## src/rtl/pipeline_stall_pkg.sv

```systemverilog
// Purpose : shared defaults and helpers for the pipeline stall unit.
//   DEFAULT_DATA_W    - default payload width
//   DEFAULT_STAGES    - default number of pipeline stages (= latency)
//   DEFAULT_BUF_DEPTH - default skid buffer entries
//   occ_width()       - bits needed to count 0..depth buffer entries
package pipeline_stall_pkg;

  localparam int DEFAULT_DATA_W    = 32;
  localparam int DEFAULT_STAGES    = 3;
  localparam int DEFAULT_BUF_DEPTH = 2;

  function automatic int occ_width(input int depth);
    return $clog2(depth + 1);
  endfunction

endpackage

```

## src/rtl/pipeline_stall_unit_buffer_slots.sv

```systemverilog
// Purpose : circular FIFO used as the input skid buffer of pipeline_stall_unit.
// Ports   :
//   clk          - clock, rising edge
//   reset        - synchronous active-high reset (empties the buffer)
//   flush        - empties the buffer on the next edge; wins over enq/deq
//   inputs       - data written on enq
//   enq / deq    - push / pop requests (ignored when full / empty)
//   outputs      - head entry, valid whenever buffer_empty is 0
//   buffer_empty - no entries stored
//   buffer_full  - BUF_DEPTH entries stored
module buffer_slots_param
  import pipeline_stall_pkg::*;
#(
  parameter int DATA_W    = DEFAULT_DATA_W,
  parameter int BUF_DEPTH = DEFAULT_BUF_DEPTH
) (
  input  logic              clk,
  input  logic              reset,
  input  logic              flush,
  input  logic [DATA_W-1:0] inputs,
  input  logic              enq,
  input  logic              deq,
  output logic [DATA_W-1:0] outputs,
  output logic              buffer_empty,
  output logic              buffer_full
);

  localparam int PTR_W = (BUF_DEPTH > 1) ? $clog2(BUF_DEPTH) : 1;
  localparam int CNT_W = occ_width(BUF_DEPTH);
  localparam logic [PTR_W-1:0] LAST_PTR = PTR_W'(BUF_DEPTH - 1);
  localparam logic [CNT_W-1:0] FULL_CNT = CNT_W'(BUF_DEPTH);

  logic [DATA_W-1:0] mem_q [BUF_DEPTH];
  logic [PTR_W-1:0]  rd_ptr_q, rd_ptr_d;
  logic [PTR_W-1:0]  wr_ptr_q, wr_ptr_d;
  logic [CNT_W-1:0]  count_q, count_d;
  logic              do_enq, do_deq;

  // Pointers wrap explicitly so non-power-of-two depths work.
  function automatic logic [PTR_W-1:0] bump(input logic [PTR_W-1:0] p);
    return (p == LAST_PTR) ? '0 : p + 1'b1;
  endfunction

  assign buffer_empty = (count_q == '0);
  assign buffer_full  = (count_q == FULL_CNT);
  assign outputs      = mem_q[rd_ptr_q];
  assign do_enq       = enq & ~buffer_full;
  assign do_deq       = deq & ~buffer_empty;

  always_comb begin
    // NOTE: every always_comb output gets a default first so no path infers a latch.
    rd_ptr_d = rd_ptr_q;
    wr_ptr_d = wr_ptr_q;
    count_d  = count_q;
    if (flush) begin
      rd_ptr_d = '0;
      wr_ptr_d = '0;
      count_d  = '0;
    end else begin
      if (do_enq) wr_ptr_d = bump(wr_ptr_q);
      if (do_deq) rd_ptr_d = bump(rd_ptr_q);
      count_d = count_q + CNT_W'(do_enq) - CNT_W'(do_deq);
    end
  end

  // NOTE: sequential state uses non-blocking assignments so all flops update together.
  always_ff @(posedge clk) begin
    if (reset) begin
      rd_ptr_q <= '0;
      wr_ptr_q <= '0;
      count_q  <= '0;
    end else begin
      rd_ptr_q <= rd_ptr_d;
      wr_ptr_q <= wr_ptr_d;
      count_q  <= count_d;
    end
  end

  // NOTE: storage is not reset; an entry is only read while count_q says it is live.
  always_ff @(posedge clk) begin
    if (do_enq && !flush && !reset) mem_q[wr_ptr_q] <= inputs;
  end

endmodule

```

## src/rtl/pipeline_stall_unit.sv

```systemverilog
// Purpose : STAGES-deep data pipeline with global stall, input skid buffer and
//           a delayed flush pulse.
// Ports   :
//   clk        - clock, rising edge
//   reset      - synchronous active-high reset, overrides in_flush
//   in_flush   - clears buffer and pipeline on the next edge, drops this cycle's beat
//   inputs     - upstream payload, qualified by in_valid
//   in_valid   - upstream payload valid (must be low while out_stall)
//   in_stall   - downstream back-pressure; stalls only when out_valid is high
//   outputs    - payload of the last stage
//   out_valid  - last stage holds a valid payload
//   out_flush  - in_flush delayed by STAGES cycles, independent of stalls
//   occupancy  - buffer entries (only with PIPELINE_STALL_UNIT_OCC_EN defined)
//   out_stall  - skid buffer full
// Config  : define PIPELINE_STALL_UNIT_OCC_EN to add the occupancy output.
module pipeline_stall_unit
  import pipeline_stall_pkg::*;
#(
  parameter int DATA_W    = DEFAULT_DATA_W,
  parameter int STAGES    = DEFAULT_STAGES,
  parameter int BUF_DEPTH = DEFAULT_BUF_DEPTH
) (
  input  logic              clk,
  input  logic              reset,
  input  logic              in_flush,
  input  logic [DATA_W-1:0] inputs,
  input  logic              in_valid,
  input  logic              in_stall,
  output logic [DATA_W-1:0] outputs,
  output logic              out_valid,
  output logic              out_flush,
`ifdef PIPELINE_STALL_UNIT_OCC_EN
  output logic [occ_width(BUF_DEPTH)-1:0] occupancy,
`endif
  output logic              out_stall
);

  logic [DATA_W-1:0] data_q [STAGES];
  logic [DATA_W-1:0] data_d [STAGES];
  logic [STAGES-1:0] valid_q, valid_d;
  logic [STAGES-1:0] flush_q, flush_d;

  logic [DATA_W-1:0] buf_head, src_data;
  logic              buf_empty, buf_full;
  logic              enq, deq, advance, src_valid;

  buffer_slots_param #(
    .DATA_W    (DATA_W),
    .BUF_DEPTH (BUF_DEPTH)
  ) u_buffer (
    .clk          (clk),
    .reset        (reset),
    .flush        (in_flush),
    .inputs       (inputs),
    .enq          (enq),
    .deq          (deq),
    .outputs      (buf_head),
    .buffer_empty (buf_empty),
    .buffer_full  (buf_full)
  );

  assign out_valid = valid_q[STAGES-1];
  assign outputs   = data_q[STAGES-1];
  assign out_flush = flush_q[STAGES-1];
  assign out_stall = buf_full;

  // The whole pipeline moves as one; only a valid, blocked last stage holds it.
  assign advance   = ~(in_stall & out_valid);

  // Buffered beats are older than the current input, so they go first.
  assign src_valid = ~buf_empty | in_valid;
  assign src_data  = buf_empty ? inputs : buf_head;

  // A beat is buffered only when it cannot bypass straight into stage 0.
  assign enq = in_valid & ~buf_full & ~in_flush & (~buf_empty | ~advance);
  assign deq = ~buf_empty & advance & ~in_flush;

  always_comb begin
    flush_d[0] = in_flush;
    for (int k = 1; k < STAGES; k++) flush_d[k] = flush_q[k-1];
  end

  always_comb begin
    valid_d = valid_q;
    data_d  = data_q;
    if (in_flush) begin
      valid_d = '0;
      for (int k = 0; k < STAGES; k++) data_d[k] = '0;
    end else if (advance) begin
      valid_d[0] = src_valid;
      if (src_valid) data_d[0] = src_data;
      for (int k = 1; k < STAGES; k++) begin
        valid_d[k] = valid_q[k-1];
        if (valid_q[k-1]) data_d[k] = data_q[k-1];
      end
    end
  end

  always_ff @(posedge clk) begin
    if (reset) begin
      valid_q <= '0;
      flush_q <= '0;
      for (int k = 0; k < STAGES; k++) data_q[k] <= '0;
    end else begin
      valid_q <= valid_d;
      flush_q <= flush_d;
      data_q  <= data_d;
    end
  end

`ifdef PIPELINE_STALL_UNIT_OCC_EN
  localparam int OCC_W = occ_width(BUF_DEPTH);
  logic [OCC_W-1:0] occ_q, occ_d;

  // Tracks the buffer's own enq/deq decisions, which are already gated.
  always_comb begin
    occ_d = occ_q;
    if (in_flush) occ_d = '0;
    else          occ_d = occ_q + OCC_W'(enq) - OCC_W'(deq);
  end

  always_ff @(posedge clk) begin
    if (reset) occ_q <= '0;
    else       occ_q <= occ_d;
  end

  assign occupancy = occ_q;
`endif

endmodule

```

## config.mk

```make
export PLATFORM = sky130hd
export DESIGN_NAME = pipeline_stall_unit
export DESIGN_NICKNAME = d
export VERILOG_FILES = /design/src/rtl/pipeline_stall_pkg.sv /design/src/rtl/pipeline_stall_unit_buffer_slots.sv /design/src/rtl/pipeline_stall_unit.sv
export SDC_FILE = /design/constraint.sdc
export NUM_CORES = 1
export LEC_CHECK = 0
export BUFFER_PORTS_ARGS = -buffer_cell sky130_fd_sc_hd__buf_2
export CORE_ASPECT_RATIO = 1.25
export CORE_MARGIN = 2
export CORE_UTILIZATION = 50
export CTS_BUF_LIST = sky130_fd_sc_hd__clkbuf_16
export DETAILED_ROUTE_END_ITERATION = 10
export PLACE_DENSITY_LB_ADDON = 0.3
export SYNTH_ARGS = -nofsm -noshare
export SYNTH_HDL_FRONTEND = slang
export SYNTH_SLANG_ARGS = --single-unit
```

## constraint.sdc

```tcl
create_clock -name clk -period 5 [get_ports clk]
set_input_delay 1 -clock clk [delete_from_list [all_inputs] [get_ports clk]]
set_output_delay 1 -clock clk [all_outputs]
set_load 0.02 [all_outputs]
```

==> impl_metrics.prom, run 1 <==
# TYPE chip_impl_metric gauge
chip_impl_info{name="run_status",value="finished clean"} 1
chip_impl_metric{name="synth.net_count",unit=""} 692
chip_impl_metric{name="die-width",unit="microns"} 109
chip_impl_metric{name="grt_use_met2",unit="%"} 28.7
chip_impl_metric{name="detail_route.iter0.violations",unit=""} 195
chip_impl_metric{name="syn-instance-count",unit=""} 654
chip_impl_metric{name="max_cap_violations",unit=""} 0
chip_impl_metric{name="rows",unit=""} 47
chip_impl_metric{name="post_cts_resize_count",unit=""} 0
chip_impl_metric{name="nFillCells",unit=""} 1193
chip_impl_metric{name="critPathArrivalTime",unit="ps"} 2920
chip_impl_metric{name="fraction_of_layout_cells_with_a_size_suffix_above_1",unit="%"} 17.6
chip_impl_info{name="synthFlopType",value="dfxtp_1"} 1
chip_impl_info{name="buffer_cell_driving_the_clock_tree_root",value="clkbuf_16"} 1
chip_impl_info{name="hold_path.startpoint",value="data_q[83]"} 1
chip_impl_metric{name="r2r_setup_slack",unit="ps"} 2660
chip_impl_metric{name="worst-endpoint-required",unit="ps"} 5090
chip_impl_metric{name="hpwlAfterDp",unit="microns"} 8130
chip_impl_metric{name="fin_clk_skew",unit="ps"} 10.5
chip_impl_metric{name="first_pass_iters",unit=""} 4
chip_impl_info{name="synthTopCellsByArea",value="dfxtp_1 (31%), edfxtp_1 (28%), a21oi_1 (7.3%)"} 1
chip_impl_metric{name="worst_hold_path.num_cells",unit=""} 2
chip_impl_metric{name="io_pins",unit=""} 72
chip_impl_metric{name="port-buffer-count",unit=""} 71
chip_impl_info{name="rr_startpoint",value="valid_q[2]"} 1
chip_impl_metric{name="setup_tns",unit="ps"} 0
chip_impl_metric{name="utilization",unit="%"} 56.8
chip_impl_info{name="slowest_stage",value="buf_2"} 1
chip_impl_metric{name="synth-seq-area-share",unit="%"} 59.5
chip_impl_metric{name="setup_viol_count_final",unit=""} 0
chip_impl_metric{name="holdWs",unit="ps"} 448
chip_impl_metric{name="final_antenna_net_count",unit=""} 0
chip_impl_metric{name="cts_bufs_inserted",unit=""} 17
chip_impl_metric{name="timing.reg2reg.worst_path_depth",unit=""} 4
chip_impl_info{name="hold_class",value="reg2reg"} 1
chip_impl_metric{name="synthArstFlopShare",unit="%"} 0
chip_impl_metric{name="global_route_wire_length_before_repair",unit="microns"} 21200
chip_impl_metric{name="hold_viol_final",unit=""} 0
chip_impl_info{name="rsz0062_at_grt",value="no"} 1
chip_impl_metric{name="syn_area_per_cell",unit="sq um"} 10.5
chip_impl_metric{name="period_minus_slack",unit="ps"} 2840
chip_impl_info{name="crit_path_end_kind",value="flip-flop"} 1
chip_impl_info{name="worst_hold_path.endpoint",value="data_q[51]"} 1
chip_impl_metric{name="slew_violations",unit=""} 0
chip_impl_metric{name="via_count",unit=""} 4547
chip_impl_metric{name="die_h",unit="microns"} 135
chip_impl_metric{name="ir_worst_vdd",unit="mV"} 0.208
chip_impl_metric{name="grt_overflow_total",unit=""} 0
chip_impl_info{name="timing.critical_path.from_type",value="primary input"} 1
chip_impl_metric{name="synthesis_warning_total",unit=""} 0
chip_impl_metric{name="total_leakage_power",unit="uW"} 0.00256
chip_impl_metric{name="floorplan.initialDensity",unit="%"} 51.4
chip_impl_metric{name="power_density",unit="mW/mm^2"} 383
chip_impl_metric{name="cts.repair_timing.setup_buffer_count",unit=""} 0
chip_impl_metric{name="num_antenna_cells",unit=""} 0
chip_impl_metric{name="route.detailed.drc",unit=""} 0
chip_impl_metric{name="maxClockFrequency",unit="GHz"} 0.353
chip_impl_metric{name="ys_types",unit=""} 34
chip_impl_metric{name="gp_routability_congestion",unit=""} 0.769
chip_impl_metric{name="detail_route.wl_per_cell",unit="microns"} 15.3
chip_impl_metric{name="final_nets",unit=""} 701
chip_impl_metric{name="path_clk_slew",unit="ps"} 60
chip_impl_metric{name="grt_met1_usage",unit="%"} 24.7
chip_impl_metric{name="vias_per_cell",unit=""} 5.37
chip_impl_metric{name="wl",unit="microns"} 12900
chip_impl_info{name="yosys.area.top_type",value="dfxtp_1"} 1
chip_impl_metric{name="clock_tree.buffer_depth",unit=""} 2
chip_impl_info{name="timing_worst_setup_path_type",value="in2reg"} 1
chip_impl_metric{name="synth_top_cell_area_share",unit="%"} 31.3
chip_impl_info{name="post-synth-top-count-cell",value="nand2_1"} 1
chip_impl_metric{name="total_power",unit="uW"} 2890
chip_impl_metric{name="fp.coreArea",unit="sq mm"} 0.0133
chip_impl_metric{name="min_period_over_period",unit="%"} 56.7
chip_impl_info{name="timing.critical_path.cells",value="buf_2 -> inv_1 -> a211o_1 -> nor3b_2 -> buf_4"} 1
chip_impl_metric{name="max_slew.worst_pin.slew",unit="ps"} 1210
chip_impl_info{name="globalRoute.busiestLayer",value="met2"} 1
chip_impl_metric{name="crit_path_max_fanout",unit=""} 35
chip_impl_metric{name="grt_pass1_vias",unit=""} 4366
chip_impl_metric{name="worst_slew_margin_rel",unit="%"} 18.7
chip_impl_metric{name="synth.ff_latch_count",unit=""} 171
chip_impl_metric{name="area.growth.synth_to_final",unit="%"} 10.5
chip_impl_metric{name="antenna_found_initial",unit=""} 0
chip_impl_metric{name="synth-edff-count",unit=""} 64
chip_impl_metric{name="critical-path-max-stage-delay",unit="ps"} 540
chip_impl_metric{name="clock_insertion_delay_worst_skew",unit="ps"} 420
chip_impl_metric{name="global_route.usage.met3",unit="%"} 4.78
chip_impl_metric{name="grt_use_total",unit="%"} 18.4
chip_impl_metric{name="clock_tree.htree_level_count",unit=""} 4
chip_impl_info{name="reg2reg_to",value="u_buffer.mem_q[1][24]"} 1
chip_impl_info{name="ys_top_cells_by_count",value="nand2_1 (132), dfxtp_1 (107), a21oi_1 (100)"} 1
chip_impl_metric{name="pin_count_of_the_biggest_net_entering_global_routing",unit=""} 103
chip_impl_metric{name="cts_hold_repair.buffers",unit=""} 0
chip_impl_info{name="tritoncts",value="yes"} 1
chip_impl_metric{name="clock-sinks",unit=""} 171
chip_impl_info{name="cp-startpoint",value="in_valid"} 1
chip_impl_metric{name="syn-cell-area",unit="sq mm"} 0.00684
chip_impl_metric{name="die_area",unit="sq mm"} 0.0146
## state kept, by name (all words and copies together) (netlist names), named ones only
signal,flops
u_buffer.mem_q,64
u_buffer.count_q,2
valid_q,3
flush_q,3
outputs,32
u_buffer.wr_ptr_q,1
u_buffer.rd_ptr_q,1
data_q,64
## how the worst max path moves through the flow
stage	end	slack, ps
finish	u_buffer.mem_q[1][24]	2160
global route	u_buffer.mem_q[1][0]	2020
CTS	u_buffer.mem_q[1][24]	2170
detailed placement	u_buffer.mem_q[1][26]	1710
global placement	u_buffer.mem_q[1][22]	1800
floorplan	u_buffer.mem_q[1][0]	430
## placed cells by master (no fill, tap or decap), types with 4 or more instances in the layout
cell type	count
nand2_1	132
dfxtp_1	106
a21oi_1	100
buf_2	71
edfxtp_1	64
mux2i_1	34
a211o_1	33
a211oi_1	32
o21ai_0	28
clkbuf_16	17
nor2_1	5
o21ai_1	5
buf_4	5
nor2b_1	4
inv_6	4
## stage by stage
step	setup WS [ps]	instance area, sq um	cells
floorplan	432	6840	654
global placement	1800	6940	815
detailed placement	1710	6940	815
CTS	2170	7550	847
global route	2020	7550	847
finish	2160	7550	847
## worst max-delay path: cells and delay by family
family / cells / cell delay, ps
AOI/OAI and AO/OA: 1 / 340
and+or+nand+nor: 1 / 500
buffers and inverters: 3 / 1060
## power by group
part | internal [uW] | switching (uW) | total [uW]
Clock | 794 | 545 | 1340
Sequential | 1450 | 4.99 | 1460
Combinational | 34.7 | 60.2 | 94.9
## metal layers
metal  routed length, microns  vias up
met1                     6150     2122
met2                     6070      104
met3                      550       15
met5                        0        -
met4                      160        0
li1                         -     2306
## cell type report
type	count	area [sq um]	share of cell area (%)
sequential	171	4070	53.8
multi-input combinational	395	2260	30.0
clock buffer	17	425	5.63
timing repair buffer	76	393	5.20
tap	171	214	2.83
clock inverter	15	183	2.42
inverter	2	7.51	0.0994
## kinds of logic (layout without fill, tap and decap cells)
group | count (synthesis) | after routing | share of synthesized area (%)
buffers and inverters | 88 | 110 | 7.69
AND/OR/NAND/NOR | 154 | 154 | 9.21
adder cells (fa/ha/maj) | 1 | 1 | 0.183
flip-flops | 171 | 171 | 59.5
AO/OA/AOI/OAI | 205 | 205 | 18.4
multiplexers | 34 | 34 | 4.98
XOR/XNOR | 1 | 1 | 0.128
No activity file was read; power rests on OpenSTA's default activity.
==> run 2: changes to the inputs <==
==> constraint.sdc (replaced) <==
create_clock -name clk -period 2.62 [get_ports clk]
set_input_delay 0.524 -clock clk [delete_from_list [all_inputs] [get_ports clk]]
set_output_delay 0.524 -clock clk [all_outputs]
set_load 0.02 [all_outputs]
==> impl_metrics.prom, run 2 (synthesized netlist as in run 1, its figures left out) <==
# TYPE chip_impl_metric gauge
chip_impl_info{name="run_status",value="finished clean"} 1
chip_impl_metric{name="setup_tns",unit="ps"} 0
chip_impl_metric{name="grt_use_total",unit="%"} 18.7
chip_impl_metric{name="die-width",unit="microns"} 109
chip_impl_info{name="hold_class",value="in2reg"} 1
chip_impl_metric{name="path_buf_inv",unit=""} 2
chip_impl_metric{name="gp_routability_congestion",unit=""} 0.765
chip_impl_metric{name="cts_hold_repair.buffers",unit=""} 0
chip_impl_info{name="layout_commonest_cell",value="nand2_1"} 1
chip_impl_metric{name="final_nets",unit=""} 710
chip_impl_metric{name="detail_route.iter0.violations",unit=""} 210
chip_impl_metric{name="maxClockFrequency",unit="GHz"} 0.490
chip_impl_metric{name="area_of_placed_instances",unit="sq mm"} 0.00707
chip_impl_metric{name="hold_viol_final",unit=""} 0
chip_impl_info{name="timing.critical_path.cells",value="buf_4 -> nor2b_1 -> buf_2"} 1
chip_impl_metric{name="post_cts_resize_count",unit=""} 0
chip_impl_metric{name="period_minus_slack",unit="ps"} 2040
chip_impl_metric{name="path_clk_slew",unit="ps"} 60
chip_impl_metric{name="die_h",unit="microns"} 135
chip_impl_metric{name="worst_slew_margin_rel",unit="%"} 57.6
chip_impl_metric{name="slew_violations",unit=""} 0
chip_impl_metric{name="r2r_setup_slack",unit="ps"} 650
chip_impl_metric{name="grt_pass1_vias",unit=""} 4403
chip_impl_metric{name="cts_bufs_inserted",unit=""} 17
chip_impl_metric{name="combinationalPowerShare",unit="%"} 3.4
chip_impl_metric{name="first_pass_iters",unit=""} 5
chip_impl_metric{name="die_area",unit="sq mm"} 0.0146
chip_impl_metric{name="intPower",unit="uW"} 4280
chip_impl_metric{name="nFillCells",unit=""} 1191
chip_impl_metric{name="port-buffer-count",unit=""} 71
chip_impl_metric{name="num_antenna_cells",unit=""} 0
chip_impl_metric{name="clock-sinks",unit=""} 171
chip_impl_metric{name="power.switching_fraction",unit="%"} 22.0
chip_impl_info{name="timing.critical_path.from_type",value="flip-flop"} 1
chip_impl_metric{name="wl",unit="microns"} 13000
chip_impl_info{name="buffer_cell_driving_the_clock_tree_root",value="clkbuf_16"} 1
chip_impl_metric{name="antenna_found_initial",unit=""} 0
chip_impl_metric{name="timing.reg2reg.worst_path_depth",unit=""} 7
chip_impl_metric{name="number_of_cells_after_detailed_placement",unit=""} 824
chip_impl_info{name="slowest_stage",value="buf_4"} 1
chip_impl_metric{name="global_route_wire_length_before_repair",unit="microns"} 21500
chip_impl_info{name="crit_path_end_kind",value="output port"} 1
chip_impl_info{name="critical-path-top-delay-family",value="buffers and inverters"} 1
chip_impl_metric{name="max_cap_violations",unit=""} 0
chip_impl_metric{name="cts.repair_timing.setup_buffer_count",unit=""} 0
chip_impl_metric{name="max_slew.worst_pin.slew",unit="ps"} 636
chip_impl_metric{name="fin_clk_skew",unit="ps"} 12.3
chip_impl_metric{name="power_density",unit="mW/mm^2"} 716
chip_impl_metric{name="area.growth.synth_to_final",unit="%"} 12.1
chip_impl_metric{name="min_period_over_period",unit="%"} 77.9
chip_impl_metric{name="cp_num_cells",unit=""} 3
chip_impl_metric{name="total_leakage_power",unit="uW"} 0.00262
chip_impl_metric{name="final_antenna_net_count",unit=""} 0
chip_impl_metric{name="clock_tree.htree_level_count",unit=""} 4
chip_impl_metric{name="setup_viol_count_final",unit=""} 0
chip_impl_info{name="most-common-layout-cells",value="nand2_1 (132), dfxtp_1 (106), a21oi_1 (100)"} 1
chip_impl_metric{name="fp.coreArea",unit="sq mm"} 0.0133
chip_impl_metric{name="detail_route.wl_per_cell",unit="microns"} 15.2
chip_impl_metric{name="grt_overflow_total",unit=""} 0
chip_impl_metric{name="worst_hold_path.num_cells",unit=""} 1
chip_impl_info{name="reg2reg_to",value="u_buffer.count_q[1]"} 1
chip_impl_info{name="hold_path.startpoint",value="inputs[20]"} 1
chip_impl_metric{name="via_count",unit=""} 4569
chip_impl_metric{name="io_pins",unit=""} 72
chip_impl_metric{name="clock_insertion_delay_worst_skew",unit="ps"} 430
chip_impl_info{name="rr_startpoint",value="u_buffer.count_q[0]"} 1
chip_impl_metric{name="post_layout_nonfiller_instances",unit=""} 856
chip_impl_info{name="tritoncts",value="yes"} 1
chip_impl_metric{name="route.detailed.drc",unit=""} 0
chip_impl_metric{name="floorplan.initialDensity",unit="%"} 51.4
chip_impl_info{name="rsz0062_at_grt",value="no"} 1
chip_impl_metric{name="switching_power",unit="uW"} 1210
chip_impl_metric{name="hpwlAfterDp",unit="microns"} 8270
chip_impl_metric{name="clock_tree.buffer_depth",unit=""} 2
chip_impl_metric{name="clock_power_share",unit="%"} 45.9
chip_impl_metric{name="ir_worst_vdd",unit="mV"} 0.415
chip_impl_metric{name="fraction_of_layout_cells_with_a_size_suffix_above_1",unit="%"} 18.7
chip_impl_metric{name="critPathArrivalTime",unit="ps"} 1520
chip_impl_metric{name="power_frac_seq",unit="%"} 50.7
chip_impl_info{name="timing.critical_path.to",value="out_stall"} 1
chip_impl_metric{name="vias_per_cell",unit=""} 5.34
chip_impl_metric{name="critical-path-max-stage-delay",unit="ps"} 390
chip_impl_metric{name="finish.instance_area",unit="sq mm"} 0.00766
chip_impl_metric{name="pin_count_of_the_biggest_net_entering_global_routing",unit=""} 102
chip_impl_metric{name="crit_path_max_fanout",unit=""} 36
chip_impl_metric{name="worst-endpoint-required",unit="ps"} 2100
chip_impl_metric{name="rows",unit=""} 47
chip_impl_info{name="timing_worst_setup_path_type",value="reg2out"} 1
chip_impl_info{name="cp-startpoint",value="u_buffer.count_q[1]"} 1
==> run 2: changes by cell type in the layout (fill, tap and decap cells not counted), sizes merged <==
| cell | previous run | this run |
|---|---|---|
| buf | 76 | 85 |
| inv | 10 | 12 |
| bufinv | 3 | 2 |
| clkinv | 3 | 2 |
==> run 2: stage by stage <==
| stage | hold slack, ps | util [%] | power (uW) | worst slack (ps) |
|---|---|---|---|---|
| after floorplan | 414 | - | 2950 | 68.6 |
| after global placement | 431 | 53.2 | 3020 | 566 |
| after detailed placement | 429 | 53.2 | 3030 | 497 |
| after CTS | 297 | 57.7 | 5530 | 569 |
| after global routing | 298 | 57.7 | 5690 | 456 |
| final | 305 | 57.7 | 5490 | 580 |
==> run 2: layer usage <==
metal	vias to the layer above	global-route usage, %	wire (microns)
li1	2322	-	-
met1	2106	26.0	6060
met2	121	28.2	6020
met3	20	4.25	659
met4	0	7.98	242
met5	-	0	0
==> run 2: how the worst min path moves through the flow <==
stage,endpoint,slack (ps)
5_1_grt,u_buffer.mem_q[1][8],300
6_report,u_buffer.mem_q[1][20],310
3_3_place_gp,flush_q[1],430
3_5_place_dp,flush_q[2],430
2_1_floorplan,flush_q[1],410
4_1_cts,u_buffer.mem_q[0][20],300
==> run 2: final cells by class <==
| cell class | count | area (sq um) | share of cell area [%] |
|---|---|---|---|
| sequential | 171 | 4070 | 53.0 |
| clock buffer | 17 | 425 | 5.55 |
| multi-input combinational | 395 | 2270 | 29.6 |
| inverter | 2 | 7.51 | 0.0980 |
| tap | 171 | 214 | 2.79 |
| timing repair buffer | 85 | 510 | 6.66 |
| clock inverter | 15 | 173 | 2.25 |
==> run 2: power groups by stage <==
stage	combinational [uW]	sequential, uW	clock, uW
floorplan	113	2840	0
global placement	182	2840	0
detailed placement	186	2840	0
CTS	188	2780	2560
global route	209	2780	2700
finish	188	2780	2520
==> run 3: changes to the inputs <==
==> constraint.sdc (replaced) <==
create_clock -name clk -period 2 [get_ports clk]
set_input_delay 0.4 -clock clk [delete_from_list [all_inputs] [get_ports clk]]
set_output_delay 0.4 -clock clk [all_outputs]
set_load 0.02 [all_outputs]
==> impl_metrics.prom, run 3 (synthesized netlist as in run 1, its figures left out) <==
# TYPE chip_impl_metric gauge
chip_impl_metric{name="hold_viol_final",unit=""} 0
chip_impl_info{name="rsz0062_at_grt",value="no"} 1
chip_impl_info{name="tritoncts",value="yes"} 1
chip_impl_metric{name="critPathArrivalTime",unit="ps"} 1510
chip_impl_metric{name="finish.instance_area",unit="sq mm"} 0.00766
chip_impl_metric{name="grt_pass1_vias",unit=""} 4467
chip_impl_metric{name="hpwlAfterDp",unit="microns"} 8700
chip_impl_metric{name="max_cap_violations",unit=""} 0
chip_impl_metric{name="power_frac_seq",unit="%"} 51.5
chip_impl_metric{name="period_minus_slack",unit="ps"} 1910
chip_impl_metric{name="switching_power",unit="uW"} 1550
chip_impl_metric{name="floorplan.initialDensity",unit="%"} 51.4
chip_impl_info{name="timing.critical_path.from_type",value="flip-flop"} 1
chip_impl_metric{name="max_slew.worst_pin.slew",unit="ps"} 662
chip_impl_metric{name="detail_route.wl_per_cell",unit="microns"} 15.7
chip_impl_metric{name="vias_per_cell",unit=""} 5.41
chip_impl_metric{name="gp_routability_congestion",unit=""} 0.782
chip_impl_metric{name="ir_worst_vdd",unit="mV"} 0.582
chip_impl_info{name="hold_path.startpoint",value="inputs[9]"} 1
chip_impl_metric{name="worst_slew_margin_rel",unit="%"} 55.8
chip_impl_metric{name="grt_use_total",unit="%"} 19.2
chip_impl_metric{name="grt_use_met2",unit="%"} 30.7
chip_impl_metric{name="clock_tree.htree_level_count",unit=""} 4
chip_impl_metric{name="port-buffer-count",unit=""} 71
chip_impl_metric{name="final_antenna_net_count",unit=""} 0
chip_impl_metric{name="antenna_found_initial",unit=""} 0
chip_impl_metric{name="final_nets",unit=""} 712
chip_impl_metric{name="r2r_setup_slack",unit="ps"} 100
chip_impl_metric{name="fraction_of_layout_cells_with_a_size_suffix_above_1",unit="%"} 19.1
chip_impl_metric{name="maxClockFrequency",unit="GHz"} 0.524
chip_impl_metric{name="grt_overflow_total",unit=""} 0
chip_impl_metric{name="global_route_wire_length_before_repair",unit="microns"} 22100
chip_impl_info{name="run_status",value="finished clean"} 1
chip_impl_metric{name="clock-sinks",unit=""} 171
chip_impl_info{name="layout_commonest_cell",value="nand2_1"} 1
chip_impl_metric{name="die_area",unit="sq mm"} 0.0146
chip_impl_metric{name="pin_count_of_the_biggest_net_entering_global_routing",unit=""} 71
chip_impl_metric{name="io_pins",unit=""} 72
chip_impl_metric{name="crit_path_max_fanout",unit=""} 35
chip_impl_info{name="rr_startpoint",value="valid_q[2]"} 1
chip_impl_metric{name="cts.repair_timing.setup_buffer_count",unit=""} 0
chip_impl_metric{name="route.detailed.drc",unit=""} 0
chip_impl_info{name="most-common-layout-cells",value="nand2_1 (132), dfxtp_1 (105), a21oi_1 (100)"} 1
chip_impl_metric{name="num_antenna_cells",unit=""} 0
chip_impl_metric{name="cts_bufs_inserted",unit=""} 17
chip_impl_metric{name="die_h",unit="microns"} 135
chip_impl_metric{name="worst-endpoint-required",unit="ps"} 1600
chip_impl_info{name="cp-startpoint",value="u_buffer.count_q[1]"} 1
chip_impl_metric{name="total_power",unit="uW"} 7080
chip_impl_metric{name="area.growth.synth_to_final",unit="%"} 12.1
chip_impl_metric{name="slew_violations",unit=""} 0
chip_impl_metric{name="clock_power_share",unit="%"} 45.1
chip_impl_metric{name="fp.coreArea",unit="sq mm"} 0.0133
chip_impl_metric{name="power.switching_fraction",unit="%"} 21.8
chip_impl_metric{name="power_density",unit="mW/mm^2"} 924
chip_impl_metric{name="nFillCells",unit=""} 1179
chip_impl_metric{name="via_count",unit=""} 4641
chip_impl_info{name="buffer_cell_driving_the_clock_tree_root",value="clkbuf_16"} 1
chip_impl_metric{name="global_route.usage.met3",unit="%"} 4.73
chip_impl_info{name="hold_class",value="in2reg"} 1
chip_impl_metric{name="area_used_by_multi_input_combinational_logic",unit="sq mm"} 0.00227
chip_impl_info{name="timing_worst_setup_path_type",value="reg2out"} 1
chip_impl_metric{name="combinationalPowerShare",unit="%"} 3.5
chip_impl_metric{name="fin_clk_skew",unit="ps"} 8.74
chip_impl_metric{name="clock_insertion_delay_worst_skew",unit="ps"} 420
chip_impl_metric{name="total_leakage_power",unit="uW"} 0.00262
chip_impl_metric{name="area_of_placed_instances",unit="sq mm"} 0.00708
chip_impl_metric{name="setup_tns",unit="ps"} 0
chip_impl_metric{name="path_clk_slew",unit="ps"} 70
chip_impl_metric{name="cts_hold_repair.buffers",unit=""} 0
chip_impl_metric{name="intPower",unit="uW"} 5540
chip_impl_info{name="slowest_stage",value="buf_4"} 1
chip_impl_info{name="timing.critical_path.cells",value="buf_4 -> nor2b_1 -> buf_2"} 1
chip_impl_metric{name="setup_viol_count_final",unit=""} 0
chip_impl_metric{name="first_pass_iters",unit=""} 4
chip_impl_metric{name="detail_route.iter0.violations",unit=""} 178
chip_impl_metric{name="die-width",unit="microns"} 109
chip_impl_metric{name="min_period_over_period",unit="%"} 95.5
chip_impl_info{name="globalRoute.busiestLayer",value="met2"} 1
chip_impl_metric{name="grt_met1_usage",unit="%"} 25.7
chip_impl_metric{name="post_cts_resize_count",unit=""} 0
chip_impl_metric{name="seq_area",unit="sq mm"} 0.00407
chip_impl_metric{name="critical-path-max-stage-delay",unit="ps"} 390
chip_impl_info{name="crit_path_end_kind",value="output port"} 1
chip_impl_metric{name="rows",unit=""} 47
chip_impl_metric{name="wl",unit="microns"} 13400
chip_impl_metric{name="clock_tree.buffer_depth",unit=""} 2
==> run 3: worst paths after layout <==
path                                             end  cells after the start
worst max-delay path                       out_stall                      3
worst min-delay path            u_buffer.mem_q[0][9]                      1
worst max register to register   u_buffer.count_q[1]                      6
worst min register to register            data_q[59]                      2
==> run 3: power groups by stage <==
stage | Clock, uW | Combinational, uW | Sequential [uW]
detailed placement | 0 | 244 | 3720
finish | 3190 | 247 | 3640
global route | 3410 | 272 | 3640
global placement | 0 | 236 | 3720
floorplan | 0 | 151 | 3720
CTS | 3250 | 247 | 3640
==> run 3: metal layers <==
layer | wire (microns) | share of wire, %
met2 | 6450 | 48
met4 | 208 | 1.5
met5 | 0 | 0
met1 | 6250 | 46
met3 | 543 | 4.0
==> run 3: worst max-delay path, delay by kind of cell (launching register included) <==
| family | cells | cell delay (ps) |
|---|---|---|
| buffers and inverters | 2 | 560 |
| flip-flops | 1 | 360 |
| AND/OR/NAND/NOR | 1 | 170 |
==> run 3: layout make-up <==
| type | instances | share of cell area, % |
|---|---|---|
| Timing Repair Buffer | 87 | 6.86 |
| Clock inverter | 14 | 1.71 |
| Inverter | 2 | 0.0980 |
| Multi-Input combinational cell | 395 | 29.6 |
| Clock buffer | 18 | 5.88 |
| Sequential cell | 171 | 53.1 |
| Tap cell | 171 | 2.79 |
==> run 3: per-stage QoR <==
stage               setup WS [ps]  util [%]  cells  hold slack (ps)
floorplan                    -332         -    654              414
global placement             74.0      53.3    826              433
detailed placement          -69.7      53.3    826              442
CTS                          67.0      57.7    858              167
global route                 14.1      57.7    858              171
finish                       89.8      57.7    858              185
